`config.mk`:
```
export PLATFORM = sky130hd
export DESIGN_NAME = rst_seq_gen
export DESIGN_NICKNAME = d
export VERILOG_FILES = /design/src/rtl/rst_seq_pkg.sv /design/src/rtl/rst_sync.sv /design/src/rtl/rst_seq_gen.sv
export SDC_FILE = /design/constraint.sdc
export NUM_CORES = 1
export LEC_CHECK = 0
export ABC_AREA = 1
export BUFFER_PORTS_ARGS = -buffer_cell sky130_fd_sc_hd__buf_2
export CAP_MARGIN = 10
export CORE_UTILIZATION = 47
export DETAILED_ROUTE_END_ITERATION = 7
export HOLD_SLACK_MARGIN = 0.12
export PLACE_DENSITY = 0.67
export SLEW_MARGIN = 5
export SYNTH_ARGS = -nofsm -noshare
export SYNTH_HDL_FRONTEND = slang
export SYNTH_SLANG_ARGS = --single-unit
```
`constraint.sdc`:
```
create_clock -name clk -period 2.2 [get_ports clk]
set_input_delay 0.22 -clock clk [delete_from_list [all_inputs] [get_ports clk]]
set_output_delay 0.22 -clock clk [all_outputs]
set_load 0.05 [all_outputs]
```
`src/rtl/rst_seq_pkg.sv`:
```
// ---------------------------------------------------------------------------
// rst_seq_pkg
// Shared types and width helpers for the reset sequencer (rst_seq_gen).
//   seq_state_e : sequencer FSM states (HOLD -> RELEASE -> DONE)
//   cnt_width() : width of the shared hold/gap counter
//   idx_width() : width of the channel index (never below 1 bit)
// ---------------------------------------------------------------------------
package rst_seq_pkg;

    typedef enum logic [1:0] {
        HOLD    = 2'd0,
        RELEASE = 2'd1,
        DONE    = 2'd2
    } seq_state_e;

    // The counter serves both the hold window (0..min_assert-1) and the
    // per-channel gaps (0..2**dly_w-1), so it takes the wider of the two.
    function automatic int cnt_width(input int dly_w, input int min_assert);
        int w;
        w = (min_assert > 1) ? $clog2(min_assert) : 1;
        return (dly_w > w) ? dly_w : w;
    endfunction

    function automatic int idx_width(input int num_ch);
        return (num_ch > 1) ? $clog2(num_ch) : 1;
    endfunction

endpackage

```
`src/rtl/rst_sync.sv`:
```
// ---------------------------------------------------------------------------
// rst_sync
// Asynchronous-assert / synchronous-deassert reset bridge. Reusable.
//   clk        : destination clock
//   arst_n     : raw asynchronous active-low reset
//   rst_sync_n : active-low reset, drops immediately with arst_n and rises
//                STAGES rising edges after arst_n is released
// ---------------------------------------------------------------------------
module rst_sync #(
    parameter int STAGES = 2
) (
    input  logic clk,
    input  logic arst_n,
    output logic rst_sync_n
);

    logic [STAGES-1:0] sync_reg;

    always_ff @(posedge clk or negedge arst_n) begin
        if (!arst_n) begin
            sync_reg <= '0;
        end else begin
            sync_reg <= {sync_reg[STAGES-2:0], 1'b1};
        end
    end

    assign rst_sync_n = sync_reg[STAGES-1];

endmodule

```
`src/rtl/rst_seq_gen.sv`:
```
// ---------------------------------------------------------------------------
// rst_seq_gen
// Reset sequencer and clock-enable generator. Holds all channel resets for
// MIN_ASSERT cycles after any reset source clears, then releases channels
// 0..NUM_CH-1 in order, channel k following dly[k]+1 cycles after its
// predecessor. A free-running divider produces a single-cycle tick.
//   clk        : clock, rising edge
//   reset      : asynchronous active-low board reset
//   sw_rst_req : synchronous level-sensitive soft-reset request
//   ch_dly_i   : per-channel release gap, slice [k*DLY_W +: DLY_W]
//   div_i      : tick period minus one
//   ch_rst_n_o : active-low channel resets (bit k = channel k)
//   seq_done_o : all channels released
//   busy_o     : sequence not complete
//   tick_o     : single-cycle clock enable
// ---------------------------------------------------------------------------
module rst_seq_gen #(
    parameter int NUM_CH      = 4,
    parameter int DLY_W       = 8,
    parameter int MIN_ASSERT  = 16,
    parameter int SYNC_STAGES = 2,
    parameter int DIV_W       = 8
) (
    input  logic                    clk,
    input  logic                    reset,
    input  logic                    sw_rst_req,
    input  logic [NUM_CH*DLY_W-1:0] ch_dly_i,
    input  logic [DIV_W-1:0]        div_i,
    output logic [NUM_CH-1:0]       ch_rst_n_o,
    output logic                    seq_done_o,
    output logic                    busy_o,
    output logic                    tick_o
);

    import rst_seq_pkg::*;

    localparam int CNT_W = cnt_width(DLY_W, MIN_ASSERT);
    localparam int IDX_W = idx_width(NUM_CH);
    localparam logic [CNT_W-1:0] HOLD_LAST = CNT_W'(MIN_ASSERT - 1);
    localparam logic [IDX_W-1:0] IDX_LAST  = IDX_W'(NUM_CH - 1);

    logic             rst_sync_n;
    seq_state_e       state_reg;
    logic [CNT_W-1:0] cnt_reg;
    logic [IDX_W-1:0] idx_reg;
    logic             done_reg;
    logic             busy_reg;
    logic [DIV_W-1:0] tcnt_reg;
    logic [DIV_W-1:0] div_q_reg;
    logic             tick_reg;

    logic             hold_clear;
    logic             hold_last;
    logic             rel_hit;
    logic [DLY_W-1:0] dly_q [NUM_CH];
    logic [DLY_W-1:0] dly_cur;

    rst_sync #(
        .STAGES     (SYNC_STAGES)
    ) u_rst_sync (
        .clk        (clk),
        .arst_n     (reset),
        .rst_sync_n (rst_sync_n)
    );

    // Both the synchronised board reset and the soft request force the
    // sequencer back to the start of HOLD; the soft request therefore wins
    // over any release or DONE entry that would happen on the same edge.
    assign hold_clear = !rst_sync_n || sw_rst_req;
    assign hold_last  = (state_reg == HOLD) && (cnt_reg == HOLD_LAST);
    assign dly_cur    = dly_q[idx_reg];
    assign rel_hit    = (state_reg == RELEASE) && (cnt_reg == CNT_W'(dly_cur));

    // Per-channel gap snapshot and release flag. The snapshot is taken on
    // the HOLD->RELEASE edge so gap edits mid-sequence apply to the next run.
    genvar gi;
    generate
        for (gi = 0; gi < NUM_CH; gi++) begin : g_ch
            logic [DLY_W-1:0] dly_reg;
            logic             rel_reg;

            always_ff @(posedge clk or negedge reset) begin
                if (!reset) begin
                    dly_reg <= '0;
                    rel_reg <= 1'b0;
                end else if (hold_clear) begin
                    rel_reg <= 1'b0;
                end else begin
                    if (hold_last) begin
                        dly_reg <= ch_dly_i[gi*DLY_W +: DLY_W];
                    end
                    if (rel_hit && (idx_reg == IDX_W'(gi))) begin
                        rel_reg <= 1'b1;
                    end
                end
            end

            assign dly_q[gi]      = dly_reg;
            assign ch_rst_n_o[gi] = rel_reg;
        end
    endgenerate

    // Sequencer FSM. cnt is cleared on every state change and on every
    // release match, so it never needs to wrap.
    always_ff @(posedge clk or negedge reset) begin
        if (!reset) begin
            state_reg <= HOLD;
            cnt_reg   <= '0;
            idx_reg   <= '0;
            done_reg  <= 1'b0;
            busy_reg  <= 1'b1;
        end else if (hold_clear) begin
            state_reg <= HOLD;
            cnt_reg   <= '0;
            idx_reg   <= '0;
            done_reg  <= 1'b0;
            busy_reg  <= 1'b1;
        end else begin
            case (state_reg)
                HOLD: begin
                    if (hold_last) begin
                        state_reg <= RELEASE;
                        cnt_reg   <= '0;
                        idx_reg   <= '0;
                    end else begin
                        cnt_reg <= cnt_reg + 1'b1;
                    end
                end
                RELEASE: begin
                    if (rel_hit) begin
                        cnt_reg <= '0;
                        if (idx_reg == IDX_LAST) begin
                            state_reg <= DONE;
                            done_reg  <= 1'b1;
                            busy_reg  <= 1'b0;
                        end else begin
                            idx_reg <= idx_reg + 1'b1;
                        end
                    end else begin
                        cnt_reg <= cnt_reg + 1'b1;
                    end
                end
                DONE: begin
                    state_reg <= DONE;
                end
                default: begin
                    state_reg <= HOLD;
                    cnt_reg   <= '0;
                    idx_reg   <= '0;
                end
            endcase
        end
    end

    // Tick divider. div_q keeps loading while the synchroniser holds, which
    // captures div_i at reset exit, and reloads on every wrap so a new
    // period only takes effect once the current one has finished. The tick
    // flop is set on the wrap edge, so it is high for one cycle per period.
    always_ff @(posedge clk or negedge reset) begin
        if (!reset) begin
            tcnt_reg  <= '0;
            div_q_reg <= '0;
            tick_reg  <= 1'b0;
        end else if (!rst_sync_n) begin
            tcnt_reg  <= '0;
            div_q_reg <= div_i;
            tick_reg  <= 1'b0;
        end else if (tcnt_reg == div_q_reg) begin
            tcnt_reg  <= '0;
            div_q_reg <= div_i;
            tick_reg  <= 1'b1;
        end else begin
            tcnt_reg  <= tcnt_reg + 1'b1;
            tick_reg  <= 1'b0;
        end
    end

    assign seq_done_o = done_reg;
    assign busy_o     = busy_reg;
    assign tick_o     = tick_reg;

endmodule

```
==> results of run 1 <==
per-stage QoR:
| step | instances | cell area, um2 |
|---|---|---|
| finish | 667 | 4610 |
| CTS | 667 | 4610 |
| global placement | 609 | 4010 |
| global route | 667 | 4610 |
| floorplan | 468 | 3670 |
| detailed placement | 609 | 4010 |
routing by layer:
metal	vias to the layer above	share of wire, %	GRT usage, %
li1	1625	-	-
met1	1495	49	30.3
met2	79	45	34.4
met3	11	3.8	3.79
met4	0	1.8	9.14
met5	-	0	0
what timing repair did:
| item | 4_1_cts | 5_1_grt |
|---|---|---|
| setup endpoints to repair | 0 | 11 |
| gates resized for setup | 0 | 1 |
| hold endpoints to repair | 68 | 0 |
| hold buffers | 42 | 0 |
worst max-delay path by stage:
stage,start,to,slack [ns],depth (start not counted)
global placement,idx_reg[0],idx_reg[0],0.22,14
CTS,idx_reg[0],cnt_reg[4],0.13,14
detailed placement,idx_reg[0],cnt_reg[4],0.17,14
floorplan,idx_reg[0],idx_reg[1],0.54,16
finish,idx_reg[0],cnt_reg[4],0.28,14
global route,idx_reg[0],cnt_reg[4],0.09,14
cell type report:
| cell class | count | area [um2] | area share [%] |
|---|---|---|---|
| inverters | 36 | 143 | 3.10 |
| clock inverters | 4 | 22.5 | 0.489 |
| repair buffers | 100 | 758 | 16.5 |
| well taps | 99 | 124 | 2.69 |
| clock buffers | 12 | 155 | 3.37 |
| flip-flops and latches | 69 | 1730 | 37.5 |
| multi-input cells | 347 | 1680 | 36.4 |
layout by cell type, fill, tap and decap left out, types with 8 or more instances in the layout:
cell type | Yosys | routed
buf_2 | 1 | 49
dfrtp_1 | 68 | 67
ha_1 | 9 | 9
dlygate4sd3_1 | 0 | 42
nand3_1 | 39 | 39
clkbuf_8 | 0 | 11
nand2_2 | 9 | 9
xnor2_1 | 8 | 8
nor2_1 | 25 | 25
inv_1 | 30 | 30
nand2_1 | 213 | 213
power by group:
part / switching (mW) / internal, mW / total, mW
Combinational: 0.0992 / 0.116 / 0.215
Clock: 0.472 / 0.465 / 0.937
Sequential: 0.0191 / 1.29 / 1.31
Yosys cell counts (2+ instances only):
library cell,number
nand2_1,213
dfrtp_1,68
nand3_1,39
inv_1,30
nor2_1,25
ha_1,9
nand2_2,9
buf_4,8
xnor2_1,8
nand3_2,7
xor2_1,7
a21oi_1,6
clkbuf_1,4
nand2_4,4
nor3_1,4
inv_2,3
buf_6,2
clkinv_1,2
nor2_4,2
nor3_2,2
o21ai_0,2
o21ai_2,2
worst reg2reg max path: cells and delay by family (launching register included):
kind	cells	cell delay, ns
simple gates	13	1.04
buf+inv	1	0.24
flops	1	0.52
cells by family after synthesis:
family	Yosys count
fa+ha+maj	9
simple gates	312
other cells	1
buf+inv	52
flops	69
compound gates	10
xor+xnor	15
==> flow_metrics.env, run 1 <==
export IMPL_numCtsBuffers=9
export IMPL_synth_seq_cells=69
export IMPL_post_cts_buffers=0
export IMPL_detail_route_antenna_nets=0
export IMPL_leakagePower_nw=2.46
export IMPL_r2r_cells=14
export IMPL_syn_avg_cell_area_um2=7.84
export IMPL_yosysWarnings=0
export IMPL_syn_num_nets=520
export IMPL_synth_xor_area_share_pct=3.58
export IMPL_htreeDepth=3
export IMPL_fp_dieW_um=90.3
export IMPL_worstHoldStart="u_rst_sync.sync_reg[0]"
export IMPL_yosysTopAreaCell="dfrtp_1"
export IMPL_hp_class="reg2reg"
export IMPL_num_antenna_cells=0
export IMPL_r2r_start="idx_reg[0]"
export IMPL_async_reset_ff_share_pct=100
export IMPL_wl_per_cell_um=12.3
export IMPL_rsz0062_at_grt="false"
export IMPL_setup_viol=0
export IMPL_synthMuxAreaShare_pct=0
export IMPL_critPathKind="reg2reg"
export IMPL_skew_ns=0.00844
export IMPL_dr_pass1_iters=5
export IMPL_fin_util_pct=62.2
export IMPL_port_buffers=49
export IMPL_fin_crit_ns=1.92
export IMPL_post_route_period_util_pct=87.4
export IMPL_hpwl_um=5550
export IMPL_path_max_fanout=11
export IMPL_insertion_delay_ns=0.35
export IMPL_largest_register_ffs=32
export IMPL_tns_ns=0
export IMPL_floorplan_initialDensity_pct=49.5
export IMPL_synth_cell_types=34
export IMPL_worstReg2RegEnd="cnt_reg[4]"
export IMPL_slew_headroom_pct=53.6
export IMPL_clk_pin_slew_ns=0.07
export IMPL_synth_edff_count=0
export IMPL_setup_ws_ns=0.277
export IMPL_synth_fa_ha_area_share_pct=3.07
export IMPL_fmax_ghz=0.520
export IMPL_start_kind="flip-flop"
export IMPL_status="completed"
export IMPL_finalMaxSlewViolations=0
export IMPL_required_ns=2.43
export IMPL_slowest_delay_ns=0.52
export IMPL_dieHeight_um=90.3
export IMPL_via_count=3210
export IMPL_cp_arrival_ns=2.15
export IMPL_ys_seq_area_share_pct=47.1
export IMPL_netlist_area_mm2=0.00367
export IMPL_nets=615
export IMPL_ys_flop_type="dfrtp_1"
export IMPL_cp_cell_sequence="buf_4 -> nand2_1 -> nand3_1 -> nand2_1 -> nand2_1 -> nand2_1 -> nor2_1 -> nand2_1 -> nor2_4 -> nand2_4 -> nand2_2 -> nand2_4 -> nand3_1 -> nand2_1"
export IMPL_max_cap_violations=0
export IMPL_whs_endpoint="u_rst_sync.sync_reg[1]"
export IMPL_slowest_stage="dfrtp_2"
export IMPL_clockBufferDepth=2
export IMPL_crit_family="simple AND/OR/NAND/NOR gates"
export IMPL_grt_start_max_net_pins=42
export IMPL_synthCells=468
export IMPL_ir_drop_mv=0.384
export IMPL_hold_viol_final=0
export IMPL_gp_congestion=0.856
export IMPL_yosys_area_top_type_share_pct=46.4
export IMPL_holdWs_ns=0.358
export IMPL_hold_path_depth=0
export IMPL_power_mw=2.46
export IMPL_grt_pass1_wl_um=14200
export IMPL_drcViolationCount=0
export IMPL_place_worst_setup_slack_ns=0.166
export IMPL_via_per_inst=4.81
export IMPL_synth_top_family_by_area="simple AND/OR/NAND/NOR gates"
export IMPL_drt_initial_drc_count=161
export IMPL_overflow=0
export IMPL_drive_above_1_share_pct=19.0
export IMPL_worst_pin_slew_ns=0.695
export IMPL_grt_use_total_pct=22.0
export IMPL_die_area_mm2=0.00816
export IMPL_antenna_found_initial=0
export IMPL_path_buf_inv=1
export IMPL_grt_pass1_vias=3052
export IMPL_layout_area_overhead_vs_synth_pct=25.6
export IMPL_numClockSinks=69
export IMPL_synthSimpleGateAreaFrac_pct=37.3
export IMPL_io_pin_count=50
export IMPL_crit_top_cell="nand2_1"
export IMPL_powerDensity_mw_per_mm2=535
export IMPL_rrSetupSlack_ns=0.28
export IMPL_netlist_top_cells_area="dfrtp_1 46%, nand2_1 22%, nand3_1 5.3%"
export IMPL_end_kind="flip-flop"
export IMPL_wl_um=8210
export IMPL_cts_tree="yes"
export IMPL_std_cell_rows=31
export IMPL_root_buffer="clkbuf_8"
export IMPL_coreArea_mm2=0.00741
export IMPL_synth_compound_area_share_pct=1.57
export IMPL_nFillCells=664
(Power assumes the default switching activity.)
==> inputs of run 2 (changes only) <==
Settings changed: SYNTH_HIERARCHICAL from default to 1.
==> flow_metrics.env, run 2 <==
export IMPL_layout_common_cells="207 x nand2_1, 67 x dfrtp_1, 49 x buf_2, 46 x nand3_1, 42 x dlygate4sd3_1"
export IMPL_numCtsBuffers=9
export IMPL_yosysTopAreaCell="dfrtp_1"
export IMPL_synthTopCellsByCount="207 x nand2_1, 68 x dfrtp_1, 46 x nand3_1"
export IMPL_via_per_inst=4.82
export IMPL_gr_usage_met2_pct=34.9
export IMPL_detail_route_antenna_nets=0
export IMPL_use_met3_pct=4.82
export IMPL_leakagePower_nw=2.50
export IMPL_nets=602
export IMPL_fin_util_pct=62.7
export IMPL_rsz0062_at_grt="false"
export IMPL_placed_area_mm2=0.00394
export IMPL_netlist_top_cells_area="dfrtp_1 47%, nand2_1 21%, nand3_1 6.3%"
export IMPL_gp_congestion=0.861
export IMPL_grt_start_max_net_pins=70
export IMPL_clockBufferDepth=2
export IMPL_max_cap_violations=0
export IMPL_slowest_stage="dfrtp_1"
export IMPL_critPathKind="reg2reg"
export IMPL_yosysWarnings=6
export IMPL_synth_edff_count=0
export IMPL_cp_arrival_ns=2.19
export IMPL_start_kind="flip-flop"
export IMPL_place_worst_setup_slack_ns=0.0995
export IMPL_antenna_found_initial=0
export IMPL_end_kind="flip-flop"
export IMPL_synth_most_common_cell="nand2_1"
export IMPL_final_common_cell="nand2_1"
export IMPL_status="completed"
export IMPL_design_area_mm2=0.00462
export IMPL_hpwl_um=5440
export IMPL_grt_pass1_wl_um=14100
export IMPL_ys_seq_area_share_pct=47.6
export IMPL_wl_per_cell_um=12.3
export IMPL_clk_pin_slew_ns=0.08
export IMPL_fin_crit_ns=1.92
export IMPL_netlist_area_mm2=0.00363
export IMPL_via_count=3155
export IMPL_post_cts_buffers=0
export IMPL_dieHeight_um=89.9
export IMPL_htreeDepth=3
export IMPL_yosys_area_top_type_share_pct=46.9
export IMPL_required_ns=2.48
export IMPL_synthCells=458
export IMPL_fp_dieW_um=89.9
export IMPL_cts_tree="yes"
export IMPL_ys_flop_type="dfrtp_1"
export IMPL_use_met1_pct=29.4
export IMPL_die_area_mm2=0.00808
export IMPL_slowest_delay_ns=0.46
export IMPL_drive_above_1_share_pct=18.4
export IMPL_crit_top_cell="nand2_1"
export IMPL_insertion_delay_ns=0.34
export IMPL_num_antenna_cells=0
export IMPL_power_mw=2.82
export IMPL_cp_cell_sequence="ha_1 -> nand3_1 -> nor3_2 -> nand3_2 -> inv_2 -> buf_12 -> nand2_1 -> nand2_1"
export IMPL_fin_cells=654
export IMPL_syn_num_nets=510
export IMPL_layout_area_overhead_vs_synth_pct=27.2
export IMPL_dr_pass1_iters=4
export IMPL_synth_seq_cells=69
export IMPL_finalMaxSlewViolations=0
export IMPL_hold_path_depth=0
export IMPL_wl_um=8040
export IMPL_powerDensity_mw_per_mm2=611
export IMPL_tns_ns=0
export IMPL_path_max_fanout=17
export IMPL_numClockSinks=69
export IMPL_setup_ws_ns=0.282
export IMPL_largest_register_ffs=32
export IMPL_drt_initial_drc_count=173
export IMPL_setup_viol=0
export IMPL_placed_cells=596
export IMPL_post_route_period_util_pct=87.2
export IMPL_rrSetupSlack_ns=0.28
export IMPL_coreArea_mm2=0.00737
export IMPL_async_reset_ff_share_pct=100
export IMPL_overflow=0
export IMPL_skew_ns=0.00851
export IMPL_synth_cell_types=32
export IMPL_grt_use_total_pct=21.7
export IMPL_floorplan_initialDensity_pct=49.3
export IMPL_r2r_cells=8
export IMPL_root_buffer="clkbuf_8"
export IMPL_grt_pass1_vias=3120
export IMPL_ir_drop_mv=0.433
export IMPL_hp_class="reg2reg"
export IMPL_std_cell_rows=31
export IMPL_syn_avg_cell_area_um2=7.93
export IMPL_fmax_ghz=0.521
export IMPL_holdWs_ns=0.362
export IMPL_io_pin_count=50
export IMPL_port_buffers=49
export IMPL_hold_viol_final=0
export IMPL_drcViolationCount=0
export IMPL_grt_busiest_layer="met2"
==> run 2: cell types whose count changed after synthesis, moves of 3 or more <==
cell     before  now
nand2_1     213  207
xnor2_1       8    1
nand2_4       4    1
inv_1        30   23
xor2_1        7   15
nand3_1      39   46
nor2_1       25   20
==> run 2: worst paths after layout <==
check,start,endpoint
min in group asynchronous,reset,g_ch[3].rel_reg
max,cnt_reg[0],g_ch[2].dly_reg[3]
min reg2reg,u_rst_sync/sync_reg[0],u_rst_sync/sync_reg[1]
max reg2reg,cnt_reg[0],g_ch[2].dly_reg[3]
max in group asynchronous,reset,busy_o
min,u_rst_sync/sync_reg[0],u_rst_sync/sync_reg[1]
==> run 2: kinds of logic after synthesis <==
group | after synthesis | share of synthesized area (%)
AND/OR/NAND/NOR | 310 | 37.4
flip-flops | 69 | 47.6
buffers and inverters | 45 | 6.79
XOR/XNOR | 16 | 3.86
adder cells (fa/ha/maj) | 9 | 3.10
AO/OA/AOI/OAI | 8 | 1.17
other | 1 | 0.103
==> run 2: area by class of cell <==
cell class	count	area, um2
Fill cell	667	2750
Sequential cell	69	1730
Multi-Input combinational cell	344	1660
Timing Repair Buffer	97	736
Clock buffer	11	151
Tap cell	99	124
Inverter	29	116
Clock inverter	5	106
==> run 2: repair_timing <==
item / 4_1_cts / 5_1_grt
endpoints found under the hold margin: 109 / 0
setup endpoints to repair: 0 / 17
gates resized for setup: 0 / 1
hold buffers: 42 / 0
==> run 2: metal layers <==
layer,wire length [um],share of wire [%],vias up
li1,-,-,1607
met1,3840,48,1475
met2,3780,47,66
met3,331,4.1,7
met4,89,1.1,0
met5,0,0,-
==> run 2: power by group <==
group / leakage, nW / switching (mW) / internal, mW
combinational: 1.43 / 0.0908 / 0.109
sequential: 0.936 / 0.0205 / 1.29
clock: 0.126 / 0.494 / 0.817
total: 2.50 / 0.605 / 2.22
==> run 2: worst max-delay path: cells and delay by family, from the launching register on <==
family,cells,cell delay (ns)
flops,1,0.46
fa+ha+maj,1,0.22
buf+inv,2,0.46
simple gates,5,0.71
